===== config.mk =====
export PLATFORM = sky130hd
export DESIGN_NAME = vga_bouncing_box
export DESIGN_NICKNAME = d
export VERILOG_FILES = /design/src/rtl/vga_pkg.sv /design/src/rtl/vga_axis_bouncer.sv /design/src/rtl/vga_bouncing_box.sv
export SDC_FILE = /design/constraint.sdc
export NUM_CORES = 1
export LEC_CHECK = 0
export ABC_CLOCK_PERIOD_IN_PS = 3100
export CAP_MARGIN = 20
export CORE_ASPECT_RATIO = 0.5
export CORE_MARGIN = 2
export CORE_UTILIZATION = 40
export CTS_CLUSTER_DIAMETER = 50
export DETAILED_ROUTE_END_ITERATION = 12
export PLACE_DENSITY_LB_ADDON = 0.3
export SYNTH_ARGS = -nofsm -noshare
export SYNTH_HDL_FRONTEND = slang
export SYNTH_SLANG_ARGS = --single-unit

===== constraint.sdc =====
create_clock -name Clock -period 3.1 [get_ports Clock]
set_input_delay 0.465 -clock Clock [delete_from_list [all_inputs] [get_ports Clock]]
set_output_delay 0.465 -clock Clock [all_outputs]
set_load 0.01 [all_outputs]

===== src/rtl/vga_pkg.sv =====
// Shared VGA constants and types for the pixel-content generators.
// Latency: n/a (declarations only).
// Backpressure: n/a.
package vga_pkg;

    localparam int H_RES = 640;
    localparam int V_RES = 480;

    typedef struct packed {
        logic [7:0] r;
        logic [7:0] g;
        logic [7:0] b;
    } rgb_t;

    typedef enum logic {FWD, REV} dir_t;

    localparam rgb_t COLOR_BLACK = 24'h000000;
    localparam rgb_t COLOR_WHITE = 24'hFFFFFF;

endpackage


===== src/rtl/vga_axis_bouncer.sv =====
// One axis of the bouncing box: position register plus FWD/REV direction FSM.
// Latency: Pos updates on the edge after Tick is seen high.
// Backpressure: none; Tick is a one-cycle strobe.
module vga_axis_bouncer
    import vga_pkg::*;
#(
    parameter int LIM  = 576,
    parameter int STEP = 2
) (
    input  logic       Clock,
    input  logic       Reset,
    input  logic       Tick,
    output logic [9:0] Pos
);

    localparam logic [10:0] LIM_W  = 11'(LIM);
    localparam logic [10:0] STEP_W = 11'(STEP);

    dir_t        dir;
    logic [10:0] pos_w;

    assign pos_w = {1'b0, Pos};

    // Landing exactly on a bound flips direction in the same update.
    always_ff @(posedge Clock) begin
        if (Reset) begin
            Pos <= '0;
            dir <= FWD;
        end else if (Tick) begin
            case (dir)
                FWD: begin
                    if (pos_w + STEP_W >= LIM_W) begin
                        Pos <= LIM_W[9:0];
                        dir <= REV;
                    end else begin
                        Pos <= Pos + STEP_W[9:0];
                    end
                end
                REV: begin
                    if (pos_w <= STEP_W) begin
                        Pos <= '0;
                        dir <= FWD;
                    end else begin
                        Pos <= Pos - STEP_W[9:0];
                    end
                end
                default: dir <= FWD;
            endcase
        end
    end

endmodule


===== src/rtl/vga_bouncing_box.sv =====
// Bouncing-box pixel source (VGA_BOX_BORDER_EN adds a white box outline).
// Latency: RGB one clock after (Linha, Coluna); FrameTick one clock after frame end.
// Backpressure: none; follows the coordinates every clock.
module vga_bouncing_box
    import vga_pkg::*;
#(
    parameter int   BOX_W     = 64,
    parameter int   BOX_H     = 48,
    parameter int   STEP      = 2,
    parameter rgb_t BOX_COLOR = 24'hFF0000,
    parameter rgb_t BG_COLOR  = 24'h0000FF
) (
    input  logic       Clock,
    input  logic       Reset,
    input  logic [9:0] Linha,
    input  logic [9:0] Coluna,
    output rgb_t       RGB,
    output logic       FrameTick,
    output logic [9:0] BoxX,
    output logic [9:0] BoxY
);

    localparam logic [10:0] H_RES_W = 11'(H_RES);
    localparam logic [10:0] V_RES_W = 11'(V_RES);
    localparam logic [10:0] BOX_W_W = 11'(BOX_W);
    localparam logic [10:0] BOX_H_W = 11'(BOX_H);
    localparam logic [9:0]  LAST_L  = 10'(V_RES - 1);
    localparam logic [9:0]  LAST_C  = 10'(H_RES - 1);

    logic [9:0]  prev_linha;
    logic [9:0]  prev_coluna;
    logic        frame_end;
    logic [10:0] lin_w, col_w, bx_w, by_w;
    logic        in_box;
    rgb_t        pix_color;

    assign lin_w = {1'b0, Linha};
    assign col_w = {1'b0, Coluna};
    assign bx_w  = {1'b0, BoxX};
    assign by_w  = {1'b0, BoxY};

    // Blanking holds the last coordinate, so only the transition into it counts.
    assign frame_end = (Linha == LAST_L) && (Coluna == LAST_C) &&
                       ({Linha, Coluna} != {prev_linha, prev_coluna});

    assign in_box = (col_w >= bx_w) && (col_w < bx_w + BOX_W_W) &&
                    (lin_w >= by_w) && (lin_w < by_w + BOX_H_W);

    always_comb begin
        pix_color = BG_COLOR;
        if (col_w >= H_RES_W || lin_w >= V_RES_W) begin
            pix_color = COLOR_BLACK;
        end else if (in_box) begin
`ifdef VGA_BOX_BORDER_EN
            if (col_w == bx_w || col_w == bx_w + BOX_W_W - 11'd1 ||
                lin_w == by_w || lin_w == by_w + BOX_H_W - 11'd1) begin
                pix_color = COLOR_WHITE;
            end else begin
                pix_color = BOX_COLOR;
            end
`else
            pix_color = BOX_COLOR;
`endif
        end
    end

    always_ff @(posedge Clock) begin
        if (Reset) begin
            RGB         <= COLOR_BLACK;
            FrameTick   <= 1'b0;
            prev_linha  <= '0;
            prev_coluna <= '0;
        end else begin
            RGB         <= pix_color;
            FrameTick   <= frame_end;
            prev_linha  <= Linha;
            prev_coluna <= Coluna;
        end
    end

    vga_axis_bouncer #(.LIM(H_RES - BOX_W), .STEP(STEP)) u_x (
        .Clock (Clock),
        .Reset (Reset),
        .Tick  (FrameTick),
        .Pos   (BoxX)
    );

    vga_axis_bouncer #(.LIM(V_RES - BOX_H), .STEP(STEP)) u_y (
        .Clock (Clock),
        .Reset (Reset),
        .Tick  (FrameTick),
        .Pos   (BoxY)
    );

endmodule


== Yosys cells after proc, flatten, opt, wreduce, memory -nomap -nowiden ==
Index checks and enable logic that the tools add are counted.
Word-level totals
  register bits after elaboration: 67
  logic and storage cells: 53
Operators by class
  $add $sub $neg: 8
  magnitude comparators: 10
  eq/ne operators: 3
  mux-type cells: 13
  bitwise gates (word level): 2
  reduce and logical (&&, ||, !) cells: 7
Operator list (number)
  2-to-1 mux 10 bit: 4
  one-hot mux 10 bit (2 select lines): 2
  2-to-1 mux 24 bit: 1
  adder 10 x 2 -> 11 bit, second input constant: 2
  less-than comparator 10 x 11 -> 1 bit: 2
  adder 10 x 2 -> 10 bit, second input constant: 2
  >= comparator 10 bit: 2
  <= comparator 10 x 2 -> 1 bit, second input constant: 2
  inequality test 20 bit: 1
  subtractor 10 x 2 -> 10 bit, second input constant: 2
  adder 10 x 6 -> 11 bit, second input constant: 1
  adder 10 x 7 -> 11 bit, second input constant: 1
  >= comparator 11 x 10 -> 1 bit, second input constant: 1
  >= comparator 11 x 9 -> 1 bit, second input constant: 1
  equality test 10 bit, second input constant: 1
  equality test 10 x 9 -> 1 bit, second input constant: 1
  >= comparator 10 bit, second input constant: 1
  >= comparator 10 x 9 -> 1 bit, second input constant: 1
  logical AND 1 bit: 5
  2-to-1 mux 1 bit: 4
  one-hot mux 1 bit (2 select lines): 2
  NOT 1 bit: 2
  OR reduction 2 bit: 1
  logical OR 1 bit: 1

== Longest topological paths before layout ==
Gate-level depths: netlist of run 1.
  depth after elaboration: 6
  depth in mapped cells: 11
  gate-level depth less buffers: 10

== Modules after synthesis ==
A second synthesis of run 1 with hierarchy kept.
Second synthesis, totals
  cell total of the unflattened synthesis: 485
  area, all modules: 3861.2 um^2
Modules (own cells, without submodules)
  vga_bouncing_box: instances 1, cells an instance 225, area an instance 1964.4 um^2
  vga_axis_bouncer (u_y): instances 1, cells an instance 130, area an instance 965.9 um^2
  vga_axis_bouncer (u_x): instances 1, cells an instance 130, area an instance 930.9 um^2

== Least setup slack after synthesis of run 1 ==
OpenSTA, ideal clock, no wires.
  path kind: register -> register
  from: register u_y.Pos[4]
  to: register RGB[6] in the netlist's numbering
  setup time: 120 ps
  data arrival time: 2434 ps
  setup slack: 546 ps
  stages on the path, launching flop included: 12
  cell sequence: dfxtp_1 -> buf_2 -> inv_1 -> ha_1 -> nor2_1 -> xnor2_1 -> ha_1 -> a211o_1 -> nand2_1 -> o2111ai_1 -> a211o_1 -> o31a_1
On the way
  longest elaborated chain between the ends: 4
  elaborated cells on any way between the ends: 6
  classes of those cells: 1 x add/sub; 2 x order compare; 1 x mux; 2 x reduce/logical
RTL lines
  start, declared: line vga_axis_bouncer.sv:13  | output logic [9:0] Pos
  start signal, assigned: line vga_axis_bouncer.sv:33  | Pos <= LIM_W[9:0];
  start signal, assigned: line vga_axis_bouncer.sv:36  | Pos <= Pos + STEP_W[9:0];
  start signal, assigned: line vga_axis_bouncer.sv:44  | Pos <= Pos - STEP_W[9:0];
  adder 10 x 6 -> 11 bit or >= comparator 10 bit (tied branches): line vga_bouncing_box.sv:47  | (lin_w >= by_w) && (lin_w < by_w + BOX_H_W);
  less-than comparator 10 x 11 -> 1 bit or logical AND 1 bit (tied branches): line vga_bouncing_box.sv:47, vga_bouncing_box.sv:46
  logical AND 1 bit *: line vga_bouncing_box.sv:47
  2-to-1 mux 24 bit *: line vga_bouncing_box.sv:53  | end else if (in_box) begin
  end signal, assigned: line vga_bouncing_box.sv:74  | RGB <= pix_color;
  end, declared: line vga_bouncing_box.sv:17  | output rgb_t RGB,
Mark *: on every way between the ends. The rest lies on a longest branch, timed or not.
A chain may end at the register's enable or synchronous reset.

== Worst setup path in the final report of run 1 ==
  from: register u_y.Pos[5]
  to: register RGB[6] in the netlist's numbering
The elaborated chain is that of the path after synthesis.

==> out/qor.yml, run 1 <==
clocking:
  cts-buffers-inserted: 5
  clkSlewWorstSetupHoldPaths_ns: 0.06
  cts.root.buffer_cell: "sky130_fd_sc_hd__clkbuf_16"
  clkLatencyLatePin_ns: 0.29
  ctsResizeCount: 0
  clkSinkCount: 43
  hold_buffers: 0
  cts-root-to-sink-buffers: 2
  tritoncts: "yes"
  htreeDepth: 2
  post-cts-setup-buffers: 0
floorplan:
  design.die.area_um2: 9941
  io-pin-count: 67
  die-width_um: 139.0
  initial_core_util: 0.4158
  core_area_um2: 8768
  floorplan.die.height_um: 71.51
  placement_rows: 24
sta:
  fmax_ghz: 0.3682
  finClkSkew_ns: 0.004029
  timing_worst_slew_pin_value_ns: 0.6451
  final-hold-violation-count: 0
  maxSlewHeadroom: 0.5671
  final_max_slew_viol_count: 0
  whs_ns: 0.5276
  period_share: 0.8761
  post_route_setup_tns_ns: 0
  final_period_minus_worst_setup_slack_ns: 2.716
  setup_violations: 0
  rsz0062_at_grt: "no"
setup_path:
  start_kind: "flip-flop"
  timing_worst_setup_path_type: "flip-flop to flip-flop"
  critical_path.max_fanout: 11
  cp.required_ns: 3.28
  cpPeakStageDelay_ns: 0.51
  cp_cell_sequence: "inv_1 -> ha_1 -> nor2_1 -> xnor2_1 -> ha_1 -> a211o_1 -> nand2_1 -> o2111ai_1 -> a211o_1 -> o31a_1"
  cp_data_arrival_time_ns: 2.89
  worst_path_max_delay_cell: "sky130_fd_sc_hd__dfxtp_1"
  setup.worst_path.end_class: "flip-flop"
final_layout:
  num_antenna_cells: 0
  areaGrowthSynthToFinish_pct: 18.53
  multi_input_comb_area_um2: 2419
  seqCellArea_um2: 860.8
  final_layout_size_suffix_gt1_frac: 0.05660
  fin_nets: 538
  nFillCells: 857
power:
  ir_worst_vdd_uv: 196.2
  total_leakage_power_nw: 1.565
  p_per_area_nw_per_um2: 341.4
grt:
  grt-ovfl-total: 0
  number_of_global_route_vias_before_repair: 2993
  grt_max_degree: 26
  grt_first_pass_wirelength_mm: 15.71
  globalRouteTotalUtil: 0.1969
  grt_antenna_before_repair: 0
yosys:
  synth_ff_type: "sky130_fd_sc_hd__dfxtp_1"
  number_of_enable_flip_flop_cells_after_synthesis: 0
  proportion_of_synthesized_flip_flops_having_asynchronous_set_or_reset: 0
  synth_area_per_cell_um2: 8.193
  synth_top_area_cell: "sky130_fd_sc_hd__dfxtp_1"
  ys_ff_latch: 43
  post_synth_num_cell_types: 68
  synth.yosys.seq_area_share: 0.2361
  synth.yosys.warnings: 0
  yosys.area.top_type_share: 0.2361
  netlist_instances: 445
  post_synth_instance_area_um2: 3646
  synth_area_leaders: "sky130_fd_sc_hd__dfxtp_1 24%, sky130_fd_sc_hd__ha_1 14%, sky130_fd_sc_hd__buf_4 5.6%"
  synthMostInstantiatedCell: "sky130_fd_sc_hd__dfxtp_1"
  synthTopCellsByCount: "43 x sky130_fd_sc_hd__dfxtp_1, 40 x sky130_fd_sc_hd__ha_1, 27 x sky130_fd_sc_hd__buf_4"
routing:
  total_detailed_routing_wirelength_mm: 9.724
  drc: 0
  post_drt_wl_per_cell_um: 16.37
  viasPerCell: 5.811
  via_count: 3452
  violation_count_after_the_first_detailed_route_iteration: 305
  detail_route.first_pass.iterations: 5
  ant_nets: 0
outcome:
  status: "completed"
hold_path:
  holdCritPathClass: "flip-flop to flip-flop"
placed_design:
  routabilityCongestion: 0.9157
  number_of_i_o_port_buffers: 56
  hpwlAfterDp_mm: 7.263
flow_run:
  drv_cap: 0
power by group:
group | internal, W | switching, W
logic | 0.0000988 | 0.000107
registers | 0.000570 | 0.0000127
clock network | 0.000462 | 0.000225
sequential cells by signal, summed over array words and instances, names as in the netlist:
name	count
prev_coluna	10
u_y.dir	1
prev_linha	10
u_x.Pos	9
FrameTick	1
RGB	2
u_y.Pos	9
u_x.dir	1
through the flow:
step	instances	cell area [µm²]	util	power (W)	setup slack [ns]
final	594	4322	0.4929	0.001475	0.3840
after global routing	594	4322	0.4929	0.001538	0.2218
after CTS	594	4322	0.4929	0.001487	0.4398
after detailed placement	586	4133	0.4713	0.0007991	0.4520
after global placement	586	4133	0.4713	0.0007957	0.5514
after floorplan	454	3680	-	0.0007250	0.5465
per-layer routing:
layer	track usage	vias to the layer above	wire (µm)
li1	-	1667	-
met4	0.03704	0	64
met1	0.2981	1636	4985
met5	0	-	0
met3	0.04412	7	669
met2	0.2874	142	4004
worst paths after layout:
path | slack, ns | cells after the start | start | end
max | 0.38 | 10 | u_y.Pos[5] | RGB[6]
max reg2reg | 0.38 | 10 | u_y.Pos[5] | RGB[6]
min | 0.53 | 2 | u_y.Pos[4] | u_y.Pos[4]
min reg2reg | 0.53 | 2 | u_y.Pos[4] | u_y.Pos[4]
cells in the final DEF, fill, tap and decap left out, drive strengths merged, types with 4 or more instances in the layout:
| master | instances |
|---|---|
| clkdlybuf4s50 | 56 |
| dfxtp | 43 |
| ha | 40 |
| o21ai | 30 |
| nor2b | 25 |
| inv | 24 |
| nor2 | 23 |
| nand2 | 20 |
| xnor2 | 20 |
| a21oi | 19 |
| nand3 | 16 |
| nand4 | 13 |
| xor2 | 10 |
| conb | 10 |
| nor4 | 8 |
| nor3 | 7 |
| buf | 7 |
| a31oi | 6 |
| or4 | 6 |
| clkbuf | 6 |
| o211ai | 5 |
| o21a | 5 |
| and3 | 4 |
| nand2b | 4 |
| o31a | 4 |
| a311oi | 4 |
| a22oi | 4 |
| a211oi | 4 |
worst max-delay path: cells and delay by family, from the launching register on:
family / cells / cell delay [ns]
AO/OA/AOI/OAI: 4 / 0.93
adder cells (fa/ha/maj): 2 / 0.59
AND/OR/NAND/NOR: 2 / 0.24
flip-flops: 1 / 0.51
XOR/XNOR: 1 / 0.13
buffers and inverters: 1 / 0.21
cell type report:
cell class / instances / share of cell area
Timing Repair Buffer: 63 / 0.1419
Inverter: 25 / 0.02171
Clock inverter: 2 / 0.01390
Multi-Input combinational cell: 338 / 0.5596
Sequential cell: 43 / 0.1992
Clock buffer: 6 / 0.02982
Tap cell: 117 / 0.03387
cell families (layout without fill, tap and decap cells):
| logic type | count (synthesis) | after routing | share of synthesized area |
|---|---|---|---|
| compound gates | 117 | 117 | 0.2251 |
| mux | 1 | 1 | 0.002745 |
| flops | 43 | 43 | 0.2361 |
| simple gates | 140 | 140 | 0.2159 |
| buf+inv | 73 | 96 | 0.1098 |
| other cells | 1 | 10 | 0.001029 |
| xor+xnor | 30 | 30 | 0.07207 |
| fa+ha+maj | 40 | 40 | 0.1373 |
No activity file was read; power rests on OpenSTA's default activity.
==> run 2: changes to the inputs <==
ABC_AREA = 1   (was unset)
MAX_ROUTING_LAYER = met4   (was unset)
PLACE_DENSITY_LB_ADDON = 0.25   (was 0.3)
==> out/qor.yml, run 2 <==
clocking:
  post-cts-setup-buffers: 0  # unchanged
  hold_buffers: 0  # unchanged
  ctsResizeCount: 0  # unchanged
  cts-buffers-inserted: 5  # unchanged
  htreeDepth: 2  # unchanged
  clkSlewWorstSetupHoldPaths_ns: 0.06  # about the same
  cts.root.buffer_cell: "sky130_fd_sc_hd__clkbuf_16"
  tritoncts: "yes"
  clkLatencyLatePin_ns: 0.29  # about the same
  cts-root-to-sink-buffers: 2  # unchanged
  clkSinkCount: 43  # unchanged
floorplan:
  core_area_um2: 9321  # +6.3%
  floorplan.die.height_um: 72.75  # +1.7%
  design.die.area_um2: 10290  # +3.5%
  die-width_um: 141.5  # +1.8%
  initial_core_util: 0.4056  # -0.01017
  io-pin-count: 67  # unchanged
  placement_rows: 25  # +4.2%
yosys:
  synth_ff_type: "sky130_fd_sc_hd__dfxtp_1"
  post_synth_instance_area_um2: 3781  # +3.7%
  number_of_enable_flip_flop_cells_after_synthesis: 0  # unchanged
  synth_area_per_cell_um2: 6.850  # -16%
  post_synth_num_cell_types: 40  # -41%
  synth.yosys.warnings: 0  # unchanged
  synth_area_leaders: "sky130_fd_sc_hd__dfxtp_1 23%, sky130_fd_sc_hd__ha_1 13%, sky130_fd_sc_hd__nand2_1 11%"
  synthTopCellsByCount: "109 x sky130_fd_sc_hd__nand2_1, 62 x sky130_fd_sc_hd__inv_1, 57 x sky130_fd_sc_hd__nor2_1"
  synth_top_area_cell: "sky130_fd_sc_hd__dfxtp_1"
  netlist_instances: 552  # +24%
  yosys.area.top_type_share: 0.2277  # -0.008438
  synth.yosys.seq_area_share: 0.2277  # -0.008438
  synthMostInstantiatedCell: "sky130_fd_sc_hd__nand2_1"
  ys_ff_latch: 43  # unchanged
  proportion_of_synthesized_flip_flops_having_asynchronous_set_or_reset: 0  # unchanged
setup_path:
  cp_data_arrival_time_ns: 2.51  # -0.38 ns
  cpPeakStageDelay_ns: 0.52  # about the same
  setup.worst_path.end_class: "flip-flop"
  worstReg2RegStart: "u_y.Pos[4]"
  cp_num_cells: 11  # +1
  start_kind: "flip-flop"
  worst_setup_path_startpoint: "u_y.Pos[4]"
  cp_cell_sequence: "inv_1 -> ha_1 -> nor2_1 -> xor2_1 -> ha_1 -> a21oi_1 -> o21ai_0 -> nor2_1 -> nand2_1 -> nor2_1 -> nor2_1"
  cp.required_ns: 3.27  # about the same
  cpLargestDelayFamily: "adder cells"
  number_of_cells_on_the_worst_reg_to_reg_path: 11  # +1
  timing_worst_setup_path_type: "flip-flop to flip-flop"
  worst_path_most_repeated_cell: "sky130_fd_sc_hd__nor2_1"
  worst_path_max_delay_cell: "sky130_fd_sc_hd__dfxtp_1"
  critical_path_buf_inv_count: 1  # unchanged
  critical_path.max_fanout: 9  # -2
hold_path:
  min_path_cells: 2  # unchanged
  holdCritPathClass: "flip-flop to flip-flop"
  hold_path_startpoint: "u_y.Pos[1]"
placed_design:
  hpwlAfterDp_mm: 7.193  # -0.96%
  worst_setup_slack_post_dpl_ns: 0.7383  # +0.2863 ns
  routabilityCongestion: 0.8833  # -3.5%
  number_of_i_o_port_buffers: 56  # unchanged
power:
  total_net_switching_power_w: 0.0003230  # -6.2%
  power.share.clock: 0.419  # -0.047
  p_per_area_nw_per_um2: 288.3  # -16%
  combinationalPowerShare: 0.134  # -0.005
  internal_power_w: 0.0009634  # -15%
  total_leakage_power_nw: 2.022  # +29%
  sequentialPowerShare: 0.446  # +0.051
  sw_frac_of_total: 0.2511  # +0.01762
  ir_worst_vdd_uv: 316.6  # +61%
routing:
  viasPerCell: 4.867  # -16%
  violation_count_after_the_first_detailed_route_iteration: 260  # -15%
  detail_route.first_pass.iterations: 4  # -1
  drc: 0  # unchanged
  post_drt_wl_per_cell_um: 12.96  # -21%
  total_detailed_routing_wirelength_mm: 9.239  # -5.0%
  via_count: 3470  # +0.52%
  ant_nets: 0  # unchanged
final_layout:
  areaGrowthSynthToFinish_pct: 18.00
  final_layout_size_suffix_gt1_frac: 0.09459  # +0.03799
  mostFrequentLayoutCells: "109 x sky130_fd_sc_hd__nand2_1, 62 x sky130_fd_sc_hd__inv_1, 57 x sky130_fd_sc_hd__nor2_1"
  final_util: 0.4787  # -0.01421
  reg.largest.list: "prev_coluna (10), prev_linha (10)"
  layout_commonest_cell: "sky130_fd_sc_hd__nand2_1"
  fin_nets: 654  # +22%
  num_antenna_cells: 0  # unchanged
outcome:
  status: "completed"
sta:
  final_ws_setup_ns: 0.7522  # +0.3682 ns
  timing_worst_slew_pin_value_ns: 0.5415  # -0.1036 ns
  rsz0062_at_grt: "no"
  maxSlewHeadroom: 0.6386  # +0.07156
  finClkSkew_ns: 0.005726  # +0.001696 ns
  setup_violations: 0  # unchanged
  final_max_slew_viol_count: 0  # unchanged
  period_share: 0.7573  # -0.1188
  final_period_minus_worst_setup_slack_ns: 2.348  # -0.3682 ns
  final-hold-violation-count: 0  # unchanged
  fmax_ghz: 0.4259  # +16%
  post_route_setup_tns_ns: 0  # unchanged
grt:
  grt_max_degree: 16  # -38%
  globalRouteTotalUtil: 0.1971  # about the same
  grt_antenna_before_repair: 0  # unchanged
  grt-ovfl-total: 0  # unchanged
  grt_first_pass_wirelength_mm: 16.01  # +1.9%
  number_of_global_route_vias_before_repair: 3285  # +9.8%
flow_run:
  drv_cap: 0  # unchanged
[run 2: per-stage QoR]
stage                     hold slack, ns  area (µm²)  cells  power (W)
after global routing              0.6040        4462    713   0.001343
after detailed placement          0.5683        4318    706  0.0007591
after floorplan                   0.5372        3815    561  0.0006980
final                             0.5895        4462    713   0.001286
after CTS                         0.5790        4462    713   0.001305
after global placement            0.5687        4318    706  0.0007570
[run 2: layout make-up]
cell class | instances | area, µm²
repair buffers | 60 | 590.6
flip-flops and latches | 43 | 860.8
inverters | 70 | 262.8
multi-input cells | 412 | 2452
fillers | 948 | 4860
clock buffers | 6 | 138.9
clock inverters | 1 | 5.005
well taps | 121 | 151.4
[run 2: cell families after synthesis]
| kind of cell | synth area share |
|---|---|
| compound gates | 0.1191 |
| xor+xnor | 0.07379 |
| fa+ha+maj | 0.1324 |
| buf+inv | 0.1327 |
| flops | 0.2277 |
| other cells | 0.0009918 |
| simple gates | 0.3134 |
[run 2: worst paths after layout]
path,slack (ns),endpoint
min reg2reg,0.59,u_y.Pos[1]
min,0.59,u_y.Pos[1]
max,0.75,RGB[6]
max reg2reg,0.75,RGB[6]
[run 2: power by group through the flow]
stage	clock network [W]	registers (W)	logic, W
finish	0.000540	0.000574	0.000173
global route	0.000573	0.000576	0.000194
CTS	0.000558	0.000574	0.000173
detailed placement	0	0.000587	0.000172
global placement	0	0.000587	0.000170
floorplan	0	0.000586	0.000112
[run 2: routing by layer]
metal / share of wire / global-route usage
met1: 0.51 / 0.2661
met2: 0.43 / 0.3166
met3: 0.048 / 0.03543
met4: 0.0076 / 0.03222
met5: 0 / -
[run 2: worst min-delay path: stages (launching register included)]
cell and delay (ns):
sky130_fd_sc_hd__dfxtp_1 0.38, sky130_fd_sc_hd__nand2_1 0.10, sky130_fd_sc_hd__a21oi_1 0.06
